## src/rtl/cb_cfg_pkg.sv

```systemverilog
// Shared types and elaboration-time helpers for the CB-Y connection block.
// Latency: n/a (types and constant functions only).
// Backpressure: n/a.
package cb_cfg_pkg;

    typedef enum logic {
        IDLE  = 1'b0,
        SHIFT = 1'b1
    } cb_state_e;

    // Select width holds every legal input index plus one spare code point,
    // so at least one select value always means "drive 0".
    function automatic int calc_sel_w(input int mux_size);
        return $clog2(mux_size) + 1;
    endfunction

    function automatic int calc_chain_len(input int num_ipin, input int mux_size);
        return num_ipin * calc_sel_w(mux_size);
    endfunction

    // Track feeding input pair 'pair' of ipin 'ipin'. Successive pairs step
    // 'stride' tracks apart and wrap around the channel.
    function automatic int track_idx(input int ipin, input int pair,
                                     input int stride, input int chan_w);
        return (ipin + pair * stride) % chan_w;
    endfunction

endpackage

```

## src/rtl/cb_ipin_mux.sv

```systemverilog
// One grid-pin selector: picks one of MUX_SIZE inputs or drives 0.
// Latency: combinational.
// Backpressure: none.
module cb_ipin_mux #(
    parameter int MUX_SIZE = 8,
    parameter int SEL_W    = 4
) (
    input  logic [MUX_SIZE-1:0] in_i,
    input  logic [SEL_W-1:0]    sel_i,
    input  logic                en_i,
    output logic                out_o
);

    localparam int IDX_W = $clog2(MUX_SIZE);

    // Out-of-range selects and a disabled block both park the pin low.
    always_comb begin
        out_o = 1'b0;
        if (en_i && (sel_i < SEL_W'(MUX_SIZE))) begin
            out_o = in_i[sel_i[IDX_W-1:0]];
        end
    end

endmodule

```

## src/rtl/cby_param_shadow.sv

```systemverilog
// CB-Y connection block: pass-through tracks plus ipin muxes with a shadowed config chain.
// Latency: tracks/ipins combinational; new config live on the edge after enable drops.
// Backpressure: none; the serial stream is accepted one bit per enabled prog_clk edge.
module cby_param_shadow
    import cb_cfg_pkg::*;
#(
    parameter int CHAN_W   = 20,
    parameter int NUM_IPIN = 9,
    parameter int MUX_SIZE = 8,
    parameter int STRIDE   = 4
) (
    input  logic                prog_clk,
    input  logic                pReset,
    input  logic                config_enable,
    input  logic                ccff_head,
    output logic                ccff_tail,
    input  logic [CHAN_W-1:0]   chany_bottom_in,
    input  logic [CHAN_W-1:0]   chany_top_in,
    output logic [CHAN_W-1:0]   chany_top_out,
    output logic [CHAN_W-1:0]   chany_bottom_out,
    output logic [NUM_IPIN-1:0] ipin_out,
    output logic                config_valid,
    output logic                config_error
);

    localparam int SEL_W     = calc_sel_w(MUX_SIZE);
    localparam int CHAIN_LEN = calc_chain_len(NUM_IPIN, MUX_SIZE);
    localparam int CNT_W     = $clog2(CHAIN_LEN + 2);

    localparam logic [CNT_W-1:0] CNT_FULL = CNT_W'(CHAIN_LEN);
    localparam logic [CNT_W-1:0] CNT_SAT  = CNT_W'(CHAIN_LEN + 1);

    cb_state_e              state_q,  state_d;
    logic [CHAIN_LEN-1:0]   shadow_q, shadow_d;
    logic [CHAIN_LEN-1:0]   active_q, active_d;
    logic [CNT_W-1:0]       bit_cnt_q, bit_cnt_d;
    logic                   valid_q,  valid_d;
    logic                   error_q,  error_d;

    // Tracks are plain wires: no dependence on configuration or reset.
    assign chany_top_out    = chany_bottom_in;
    assign chany_bottom_out = chany_top_in;

    assign ccff_tail    = shadow_q[CHAIN_LEN-1];
    assign config_valid = valid_q;
    assign config_error = error_q;

    // Next-state: shift while enabled; on the falling enable, commit only an exact-length load.
    always_comb begin
        state_d   = state_q;
        shadow_d  = shadow_q;
        active_d  = active_q;
        bit_cnt_d = bit_cnt_q;
        valid_d   = valid_q;
        error_d   = error_q;
        case (state_q)
            IDLE: begin
                if (config_enable) begin
                    shadow_d  = {shadow_q[CHAIN_LEN-2:0], ccff_head};
                    bit_cnt_d = CNT_W'(1);
                    error_d   = 1'b0;
                    state_d   = SHIFT;
                end
            end
            SHIFT: begin
                if (config_enable) begin
                    shadow_d = {shadow_q[CHAIN_LEN-2:0], ccff_head};
                    if (bit_cnt_q != CNT_SAT) begin
                        bit_cnt_d = bit_cnt_q + CNT_W'(1);
                    end
                end else begin
                    if (bit_cnt_q == CNT_FULL) begin
                        active_d = shadow_q;
                        valid_d  = 1'b1;
                    end else begin
                        // A wrong-length load leaves the previous routing in place.
                        error_d = 1'b1;
                    end
                    bit_cnt_d = '0;
                    state_d   = IDLE;
                end
            end
            default: begin
                state_d   = IDLE;
                bit_cnt_d = '0;
            end
        endcase
    end

    // State register; reset clears both chains so pins drop to 0 immediately.
    always_ff @(posedge prog_clk or posedge pReset) begin
        if (pReset) begin
            state_q   <= IDLE;
            shadow_q  <= '0;
            active_q  <= '0;
            bit_cnt_q <= '0;
            valid_q   <= 1'b0;
            error_q   <= 1'b0;
        end else begin
            state_q   <= state_d;
            shadow_q  <= shadow_d;
            active_q  <= active_d;
            bit_cnt_q <= bit_cnt_d;
            valid_q   <= valid_d;
            error_q   <= error_d;
        end
    end

    for (genvar gi = 0; gi < NUM_IPIN; gi++) begin : g_ipin
        logic [MUX_SIZE-1:0] mux_in;

        // Even inputs come from below, odd from above, on the same track of each pair.
        for (genvar gj = 0; gj < MUX_SIZE; gj++) begin : g_in
            if (gj % 2 == 0) begin : g_bot
                assign mux_in[gj] = chany_bottom_in[track_idx(gi, gj / 2, STRIDE, CHAN_W)];
            end else begin : g_top
                assign mux_in[gj] = chany_top_in[track_idx(gi, gj / 2, STRIDE, CHAN_W)];
            end
        end

        cb_ipin_mux #(
            .MUX_SIZE (MUX_SIZE),
            .SEL_W    (SEL_W)
        ) u_mux (
            .in_i  (mux_in),
            .sel_i (active_q[gi*SEL_W +: SEL_W]),
            .en_i  (valid_q),
            .out_o (ipin_out[gi])
        );
    end

endmodule

```

## config.mk

```make
export PLATFORM = sky130hd
export DESIGN_NAME = cby_param_shadow
export DESIGN_NICKNAME = d
export VERILOG_FILES = /design/src/rtl/cb_cfg_pkg.sv /design/src/rtl/cb_ipin_mux.sv /design/src/rtl/cby_param_shadow.sv
export SDC_FILE = /design/constraint.sdc
export NUM_CORES = 1
export LEC_CHECK = 0
export BUFFER_PORTS_ARGS = -buffer_cell sky130_fd_sc_hd__buf_2
export CORE_MARGIN = 3
export CORE_UTILIZATION = 54
export DETAILED_ROUTE_END_ITERATION = 8
export PLACE_DENSITY_LB_ADDON = 0.08
export SYNTH_ARGS = -nofsm -noshare
export SYNTH_HDL_FRONTEND = slang
export SYNTH_SLANG_ARGS = --single-unit
```

## constraint.sdc

```tcl
create_clock -name prog_clk -period 3.1 [get_ports prog_clk]
set_input_delay 0.31 -clock prog_clk [delete_from_list [all_inputs] [get_ports prog_clk]]
set_output_delay 0.31 -clock prog_clk [all_outputs]
set_load 0.03 [all_outputs]
```

==> results_dict.tcl <==
set metrics [dict create \
    timing.final.crit_period_ps 2020 \
    cts.root.buffer_cell "sky130_fd_sc_hd__clkbuf_8" \
    die_w_um 95.4 \
    grt_overflow 0 \
    starting_utilization_of_the_core_area_pct 57.6 \
    hold_ws_ps 90.2 \
    use_met3_pct 3.00 \
    track_usage_pct 16.9 \
    timing.final.hold_violations 0 \
    cts_num_sinks 81 \
    synth-warning-count 0 \
    worstMarginPinSlew_ps 818 \
    wl_um 7320 \
    post_synthesis_cell_area_mm2 0.00431 \
    global_route.usage.met2_pct 27.8 \
    globalplace.congestion 0.845 \
    synth_cells 317 \
    first_global_vias 2524 \
    placeableCoreArea_mm2 0.00749 \
    post_cts_buffers 0 \
    post-synth-top-area-fraction_pct 47.0 \
    dr.first_iter.drc_count 111 \
    result_of_the_run "finished clean" \
    cp_max_fo 4 \
    grt_max_degree 50 \
    cts-hold-fix-buffers 0 \
    worstSetupStartpointType "flop" \
    htree_levels 3 \
    io_buffer_count 95 \
    cpMaxStageDelayCell "sky130_fd_sc_hd__mux4_2" \
    ys_seq_area_share_pct 47.0 \
    period_share_pct 65.2 \
    critical-path-max-stage-delay_ps 520 \
    fmaxAchievable_ghz 0.495 \
    drv_slew 0 \
    pwr_density_cell_mw_per_mm2 531 \
    commonest_non_fill_non_tap_cell_in_the_layout "sky130_fd_sc_hd__buf_2" \
    seq_area_mm2 0.00203 \
    cellLeakagePower_nw 2.33 \
    remaining_drc_errors 0 \
    ant_nets 0 \
    antenna_found_initial 0 \
    use_met1_pct 22.3 \
    tritoncts_clock_tree "yes" \
    cts_resized 0 \
    number_of_failing_setup_endpoints_in_the_final_timing_report 0 \
    nNetsFinal 416 \
    cts_made_buffers 9 \
    cp_data_arrival_time_ps 1710 \
    critPathRequiredTime_ps 2790 \
    multi_input_area_mm2 0.00184 \
    fin_skew_ps 10.7 \
    end_kind "output pin" \
    syn_area_per_cell_um2 13.6 \
    max_cap_violations 0 \
    power.ir.vdd_worst_v 0.000324 \
    die_area_mm2 0.00910 \
    synth.ff_latch_count 81 \
    dr_total_vias 2588 \
    drive_gt1_share_pct 52.9 \
    crit_path_cell_trace "mux4_2 > o2111a_1 > buf_2" \
    setup_total_negative_slack_ps 0 \
    n_antenna_cell 0 \
    detailedRoute.firstPassIterationCount 4 \
    tightest_slew_margin_relative_to_the_limit_pct 45.4 \
    grt_first_pass_wirelength_um 12000 \
    buffers_from_clock_root_to_sink_at_most 2 \
    setup.worst_path.class "reg2out" \
    grt_setup_unrepaired "false" \
    wl_per_cell_um 15.5 \
    synth_enable_flop_cells 0 \
    yosys_most_used_dff "sky130_fd_sc_hd__dfrtp_1" \
    num_io_pins 96 \
    clock_slew_seen_by_the_registers_of_the_worst_setup_and_hold_paths_ps 80 \
    synth_nets 364 \
    grt-busiest-layer "met2" \
    synth_top_cells_by_area "sky130_fd_sc_hd__dfrtp_1, sky130_fd_sc_hd__mux2_2, sky130_fd_sc_hd__mux2_4" \
    async_set_reset_flop_share_out_of_synthesis_pct 100 \
    vias_per_cell 5.47 \
    dieHeight_um 95.4 \
    most-common-layout-cells "sky130_fd_sc_hd__buf_2, sky130_fd_sc_hd__dfrtp_1, sky130_fd_sc_hd__mux2_2" \
    synthDominantAreaCellType "sky130_fd_sc_hd__dfrtp_1" \
    hold_path_class "in2async" \
    n_fill_cell 605 \
    area_delta_synth_final_pct 9.52 \
    synthDistinctLibCells 35 \
    worst_skew_pair.late_latency_ps 340 \
    hpwl_um 5220 \
    rows 31 \
]
-- kinds of logic after synthesis --
logic type,count (synthesis),share of synthesized area (%)
AOI/OAI and AO/OA,21,4.32
and+or+nand+nor,49,7.08
muxes,99,30.2
DFF,81,47.0
xor gates and xnor gates,1,0.203
adders and majority gates,3,0.870
buffers and inverters,63,10.3
-- worst max-delay path: cells and delay by family (launching register included) --
family                 cells  cell delay [ps]
multiplexers               1              520
flip-flops                 1              420
AO/OA/AOI/OAI              1              260
buffers and inverters      1              180
-- worst paths after layout --
check / depth (start not counted) / endpoint / from / slack [ps]
max: 3 / ipin_out[4] / active_q[16] / 1080
max reg2reg: 5 / active_q[31] / bit_cnt_q[0] / 1160
max in group asynchronous: 3 / shadow_q[11] / pReset / 2260
min: 2 / active_q[25] / pReset / 90
min in group prog_clk: 2 / shadow_q[0] / ccff_head / 200
min reg2reg: 2 / config_error / config_error / 510
-- sequential cells by signal, summed over array words and instances, names as in the netlist --
name and count:
active_q 36, shadow_q 36, bit_cnt_q 6, config_error 1
config_valid 1, state_q 1
-- where the power goes --
group / internal [mW] / leakage [nW] / switching, mW
clock network: 0.417 / 0.103 / 0.363
logic: 0.198 / 1.15 / 0.173
registers: 1.23 / 1.07 / 0.133
total: 1.84 / 2.33 / 0.669
-- area by class of cell --
cell class	count	share of cell area, %
clock buffer	12	3.28
sequential	81	42.9
multi-input combinational	173	39.0
inverter	5	0.424
timing repair buffer	99	10.7
tap	99	2.62
clock inverter	4	1.09
-- layer usage --
| metal | wire, um | share of wire, % |
|---|---|---|
| met2 | 3500 | 48 |
| met4 | 107 | 1.5 |
| met1 | 3300 | 45 |
| met5 | 0 | 0 |
| met3 | 416 | 5.7 |
-- through the flow --
step	util [%]	std cells	total power [mW]	setup slack (ps)	cell area [um^2]
finish	63.1	473	2.51	1080	4720
global route	63.1	473	2.64	1000	4720
CTS	63.1	473	2.55	1050	4720
detailed placement	60.3	457	1.76	1160	4520
global placement	60.3	457	1.74	1230	4520
floorplan	-	317	1.65	710	4310
-- synthesized netlist by cell type, drive strengths merged, types with 2 or more instances --
cell type  count
dfrtp         81
mux2          72
buf           58
mux2i         18
nand3         13
nor2b         10
mux4           9
nand3b         9
o2111a         9
nand2          6
inv            5
ha             3
nor2           3
o21ai          3
a21oi          2
nand4          2
Note: power is estimated with default switching activity, not from simulation.
